[src/rtl/regfile_pkg.sv]
// Shared types and helpers for the regfile_mp register file.
package regfile_pkg;

    typedef enum logic {
        CLEAR = 1'b0,
        RUN   = 1'b1
    } state_t;

    // Address width for a given depth; a 2-entry file still needs one bit.
    function automatic int unsigned addr_width(input int unsigned depth);
        return (depth <= 2) ? 1 : $clog2(depth);
    endfunction

endpackage

[src/rtl/regfile_mp.sv]
// Register file with 2 combinational reads, 1 synchronous write, r0 = 0, and a sequenced clear.
// Build option: define REGFILE_BYPASS_EN for write-first read ports (default is read-first).
module regfile_mp
    import regfile_pkg::*;
#(
    parameter  int unsigned WIDTH = 8,
    parameter  int unsigned DEPTH = 32,
    localparam int unsigned AW    = addr_width(DEPTH)
) (
    input  logic             clk,
    input  logic             rst,
    input  logic             clr_req,
    input  logic             we3,
    input  logic [AW-1:0]    wa3,
    input  logic [WIDTH-1:0] wd3,
    input  logic [AW-1:0]    ra1,
    input  logic [AW-1:0]    ra2,
    output logic [WIDTH-1:0] rd1,
    output logic [WIDTH-1:0] rd2,
    input  logic [AW-1:0]    dbg_idx,
    output logic [WIDTH-1:0] dbg_data,
    output logic             ready
);

    state_t           r_state;
    state_t           w_next_state;
    logic [AW-1:0]    r_clr_cnt;
    logic [WIDTH-1:0] r_dbg;
    logic [WIDTH-1:0] r_mem [DEPTH];

    logic             w_mem_we;
    logic [AW-1:0]    w_mem_wa;
    logic [WIDTH-1:0] w_mem_wd;
    logic             w_clr_last;
    logic             w_byp1;
    logic             w_byp2;

    assign w_clr_last = (r_clr_cnt == AW'(DEPTH - 1));

    // State register
    always_ff @(posedge clk) begin
        if (rst) begin
            r_state <= CLEAR;
        end else begin
            r_state <= w_next_state;
        end
    end

    // Next-state logic
    always_comb begin
        w_next_state = r_state;
        if (r_state == CLEAR) begin
            if (w_clr_last) begin
                w_next_state = RUN;
            end
        end else if (clr_req) begin
            w_next_state = CLEAR;
        end
    end

    // Output / array-port logic; the array has a single write port so it can map to RAM
    always_comb begin
        ready    = (r_state == RUN);
        w_mem_we = 1'b0;
        w_mem_wa = r_clr_cnt;
        w_mem_wd = '0;
        if (!rst) begin
            if (r_state == CLEAR) begin
                w_mem_we = 1'b1;
            end else if (we3 && (wa3 != '0)) begin
                w_mem_we = 1'b1;
                w_mem_wa = wa3;
                w_mem_wd = wd3;
            end
        end
    end

    always_ff @(posedge clk) begin
        if (w_mem_we) begin
            r_mem[w_mem_wa] <= w_mem_wd;
        end
    end

    always_ff @(posedge clk) begin
        if (rst) begin
            r_clr_cnt <= '0;
            r_dbg     <= '0;
        end else begin
            if (r_state == CLEAR) begin
                r_clr_cnt <= r_clr_cnt + AW'(1);
            end else if (clr_req) begin
                r_clr_cnt <= '0;
            end
            r_dbg <= ((r_state == RUN) && (dbg_idx != '0)) ? r_mem[dbg_idx] : '0;
        end
    end

    assign dbg_data = r_dbg;

`ifdef REGFILE_BYPASS_EN
    assign w_byp1 = (r_state == RUN) && we3 && (wa3 == ra1);
    assign w_byp2 = (r_state == RUN) && we3 && (wa3 == ra2);
`else
    assign w_byp1 = 1'b0;
    assign w_byp2 = 1'b0;
`endif

    always_comb begin
        rd1 = '0;
        rd2 = '0;
        if ((r_state == RUN) && (ra1 != '0)) begin
            rd1 = w_byp1 ? wd3 : r_mem[ra1];
        end
        if ((r_state == RUN) && (ra2 != '0)) begin
            rd2 = w_byp2 ? wd3 : r_mem[ra2];
        end
    end

endmodule

[config.mk]
export PLATFORM = sky130hd
export DESIGN_NAME = regfile_mp
export DESIGN_NICKNAME = d
export VERILOG_FILES = /design/src/rtl/regfile_pkg.sv /design/src/rtl/regfile_mp.sv
export SDC_FILE = /design/constraint.sdc
export NUM_CORES = 1
export LEC_CHECK = 0
export BUFFER_PORTS_ARGS = -buffer_cell sky130_fd_sc_hd__buf_2
export CORE_UTILIZATION = 65
export CTS_CLUSTER_SIZE = 30
export DETAILED_ROUTE_END_ITERATION = 8
export MAX_ROUTING_LAYER = met4
export PLACE_DENSITY = 0.83
export SLEW_MARGIN = 20
export SYNTH_ARGS = -nofsm -noshare
export SYNTH_HDL_FRONTEND = slang
export SYNTH_SLANG_ARGS = --single-unit
[constraint.sdc]
create_clock -name clk -period 4.4 [get_ports clk]
set_input_delay 0.22 -clock clk [delete_from_list [all_inputs] [get_ports clk]]
set_output_delay 0.22 -clock clk [all_outputs]
set_load 0.1 [all_outputs]
======== Word level (Yosys, flattened, before mapping) ========
Memories as Yosys holds them, arrays and structs flattened. A register that Yosys moved wholly into a read port is not among the register bits.
Index checks and enable logic that the tools add are counted.
operators by class
  equality and inequality tests ........... 2
  add/subtract/negate cells ............... 1
  reduce and logical (&&, ||, !) cells .... 9
  bitwise logic cells ..................... 1
  muxes and demuxes ....................... 18
operators with widths
  kind                 number
  $mux 8               5
  $mux 5               5
  $reduce_bool 5->1    4
  $mux 1               8
  $add 5x1->5 const B  1
  $eq 5x5->1 const B   1
  $logic_and 1x1->1    4
  $ne 2x2->1 const B   1
  $reduce_or 2->1      1
  $not 1->1            1
storage, ports and cells
  register bits after elaboration ......... 6
  RAM bits ................................ 256
  word-level logic and storage cells ...... 34
  output and inout port bits .............. 25
  memories kept ........................... 1
memories
  name   depth  width  rd ports  clocked after memory_dff  wr ports  line              RTL
  r_mem  32     8      3         1                         1         regfile_mp.sv:29  logic [WIDTH-1:0] r_mem [DEPTH];

======== Logic depth before layout (Yosys ltp) ========
  depth in word-level cells ............... 7
  depth in mapped cells ................... 7
  mapped depth without buffers ............ 5

======== Worst setup path before layout ========
OpenSTA, ideal clock, no wires.
  path kind ............................... register -> output
  from .................................... reg r_state, in the netlist ready
  to ...................................... out rd1[6]
  cell stages (with the launch flop) ...... 5
  setup slack ............................. 0.754 ns
  data arrival time ....................... 3.426 ns
  required time ........................... 4.180 ns
  buffers on the path ..................... 2
  cells stage by stage .................... dfxtp_1 clkbuf_1 clkbuf_1 nand3b_1 o221ai_1
on the way
  cells in the longest elaborated chain, start to end .. 2
ends and longest elaborated chain
  element                 line               RTL
  from (decl)             regfile_mp.sv:25   state_t r_state;
  from (signal assigned)  regfile_mp.sv:45   r_state <= w_next_state;
  $logic_and 1x1->1       regfile_mp.sv:111  if ((r_state == RUN) && (ra1 != '0)) begin
  $mux 8                  regfile_mp.sv:111
  to (decl)               regfile_mp.sv:18   output logic [WIDTH-1:0] rd1,
No other way between the ends.

======== Worst setup path in the final report ========
  from .................................... reg r_state, in the netlist ready
  to ...................................... out rd2[7]
on the way
  cells in the longest elaborated chain, start to end .. 2
ends and longest elaborated chain
  element            line               RTL
  $logic_and 1x1->1  regfile_mp.sv:114  if ((r_state == RUN) && (ra2 != '0)) begin
  $mux 8             regfile_mp.sv:114
  to (decl)          regfile_mp.sv:19   output logic [WIDTH-1:0] rd2,
No other way between the ends.

==> metrics.txt <==
worst setup path class=flip-flop to primary output; CP arrival=2840 ps; post-synth net total=between 800 and 900; antenna cell count=0; hold_sp=wd3[2]; post-synthesis cell count=837; Initial Util=67.0%; synthesized area=14800 sq um; Sequential Power Share=a little under 50%; placed wire-length estimate=between 30000 and 40000 um; sw power=approximately 1300 uW; final setup skew=between 7 and 8 ps; Min Clock Period, post-route=about 3000 ps; PostCTS Resize Cnt=0; Clk Latency, worst-skew pair=roughly 550 ps; die height=153 um; WP data required=between 4000 and 5000 ps; clock network power share=43.4%; prevailing post-synth register cell=edfxtp_1; Initial DRC Count=~1600; worst vdd ir=around 0.00048 V; Comb pwr share=approximately 8.0%; Max Freq=0.327 GHz; largest net degree at the start of global routing=40; internal power=4500 uW; Routed Antenna Nets=0; max-cap viol count=0; Placed Area=approximately 15000 sq um; fraction of registers with async set/reset=0%; CP Launch Type=flip-flop; post-synthesis xor/xnor area fraction=0%; Max clock buf depth=3; DRC errors left=0; Simple-Gate Fraction of Synth Area=between 3 and 4%; Placer Congestion=roughly 1.1; initial antenna violation count=0; H-Tree Depth=1; Rows=between 50 and 60; Compound-Gate Fraction of Synth Area=under 10%; Die X=153 um; area of the core=~22000 sq um; average wire per standard cell=roughly 37 um; EDFF count, synth=about 260; status=completed; CTS Buf Count=28; switching share of power=around 22%; Syn-to-layout area delta=11.0%; Netlist cell types=48; part of the cycle the worst path needs=between 60% and 70%; WHS=between 300 and 400 ps; Slew @ Worst Pin=1050 ps; CTS clock-pin slew for the worst setup and hold paths=about 60 ps; Seq/Total Area, Yosys=a little over half; fraction of layout cells with a size suffix above 1=between 30% and 40%; mux share of post-synthesis cell area=about a third; Final Setup Violations=0; detailed-route wire length=roughly 44000 um; Fin. Hold Viols=0; Setup crit end kind=primary output; final core occ=around 74%; IO Port Bufs=56; CTS tree=done; worst hold-check path type=input port to flip-flop; Slew HR=between 20% and 30%; layout net count=roughly 930; global-route wire length before repair=between 60000 and 70000 um; DP Worst Slack=approximately 1400 ps; All-Layer GR Usage=40.9%; static leakage=~0.0050 uW; Worst setup startpoint=ready$_SDFF_PP0_; Final WS setup=1340 ps; max-slew violations=0; RSZ-0062 raised after global routing=false; Power Dens Cells=around 350 nW/um^2; GRT overflow=0; # clock sinks=between 200 and 300; Die Area=between 20000 and 25000 sq um; TNS Setup=0 ps; FF-to-FF Start=ready$_SDFF_PP0_; vias per inst=8.22; post-route cell area=16400 sq um; TritonRoute pass-1 iters=6; CP max FO=25; YS warnings=0; largest family of logic cells by synthesized area=multiplexers; register bit total from synthesis=270; vias post-DR=between 9000 and 10000; average cell area after synthesis=approximately 18 sq um; root buf cell=clkbuf_16; adder-cell share of the synthesized area=less than 1%; number of global-route vias before repair=approximately 9500; I/O pin count=57
-- critical path: stages, from the launching register on --
cell and delay, ps:
dfxtp_1 310, buf_4 230, or4b_2 750, o22ai_1 230
o32a_1 300, buf_2 470
-- power by group through the flow --
stage               Sequential (uW)  Clock (uW)  Combinational [uW]
finish                         2810        2500                 464
global route                   2810        2610                 478
CTS                            2810        2500                 453
detailed placement             2860           0                 450
global placement               2860           0                 438
floorplan                      2850           0                 320
-- final timing paths --
| path | slack (ps) | end | cells past startpoint |
|---|---|---|---|
| worst max-delay path | 1340 | rd2[7] | 5 |
| worst min-delay path | 300 | r_mem[2][2]$_DFFE_PP_ | 2 |
| worst max register to register | 1500 | r_mem[30][2]$_DFFE_PP_ | 5 |
| worst min register to register | 580 | r_clr_cnt[1]$_SDFFE_PP0P_ | 2 |
-- through the flow --
step	power, uW	cells
after global placement	3300	1142
after global routing	5890	1196
after detailed placement	3310	1142
final	5770	1196
after floorplan	3170	837
after CTS	5760	1196
-- synth_stat cells (2+ instances only) --
library cell / number / area share, %
o221ai_1: 23 / 1.4
buf_2: 36 / 1.2
nand2b_1: 5 / 0.21
buf_1: 11 / 0.28
buf_4: 6 / 0.30
nor2_1: 19 / 0.48
nor3b_1: 5 / 0.25
o22a_1: 15 / 0.89
nor2b_1: 5 / 0.21
nand2_1: 7 / 0.18
dfxtp_1: 14 / 1.9
or4b_2: 2 / 0.14
or3b_2: 2 / 0.12
and3_1: 2 / 0.085
a211oi_1: 25 / 1.3
clkbuf_1: 20 / 0.51
nand3_1: 7 / 0.24
inv_1: 4 / 0.10
mux2_2: 4 / 0.30
a21oi_1: 3 / 0.10
nor3_1: 26 / 0.88
mux4_2: 176 / 27
or3_1: 2 / 0.085
and2_1: 10 / 0.42
nand3b_1: 7 / 0.36
edfxtp_1: 256 / 52
ha_1: 2 / 0.17
mux2i_1: 98 / 6.6
o22ai_1: 10 / 0.42
a22oi_1: 9 / 0.46
a22o_1: 8 / 0.47
a31oi_1: 2 / 0.085
-- kinds of logic after synthesis --
kind of cell / after synthesis
compound gates: 107
mux: 278
simple gates: 102
buf+inv: 78
fa+ha+maj: 2
flops: 270
-- routing by layer --
metal | part of all wire, % | vias up | GRT usage, % | routed length, um
li1 | - | 3773 | - | -
met1 | 35 | 4993 | 56.3 | 15500
met2 | 47 | 952 | 62.4 | 21000
met3 | 15 | 115 | 9.44 | 6510
met4 | 3.3 | 0 | 11.5 | 1460
met5 | 0 | - | - | 0
-- layout make-up --
class                           count  area (sq um)
Timing Repair Buffer              101           643
Tap cell                          280           350
Clock inverter                     13           193
Inverter                            4          15.0
Fill cell                        1299          5670
Clock buffer                       39           773
Multi-Input combinational cell    489          6480
Sequential cell                   270          7970
-- flip-flops by register name, summed over array words and instances (netlist names) --
name and cells:
r_clr_cnt 5, ready 1, r_mem 256, dbg_data 8
-- timing repair --
item                                   4_1_cts  5_1_grt
hold buffers                                 2        0
setup buffers                                0        0
endpoints found under the hold margin        6        0
-- cell usage in the layout, fill, tap and decap left out, types with 5 or more instances in the layout --
cell and n:
buf_4 45, mux2i_1 98, nand3_1 7, nor3_1 24, and2_2 5, buf_2 53
edfxtp_1 256, mux4_2 176, clkbuf_16 29, nand2_1 7, clkbuf_1 9, bufinv_16 5
a22oi_1 9, nand3b_1 7, dfxtp_1 14, a211oi_1 25, nand2b_1 5, o22a_1 15
a22o_1 8, nor3b_1 5, and2_1 5, o221ai_1 23, o22ai_1 10, nor2_1 19
nor2b_1 5
Note: power is estimated with default switching activity, not from simulation.
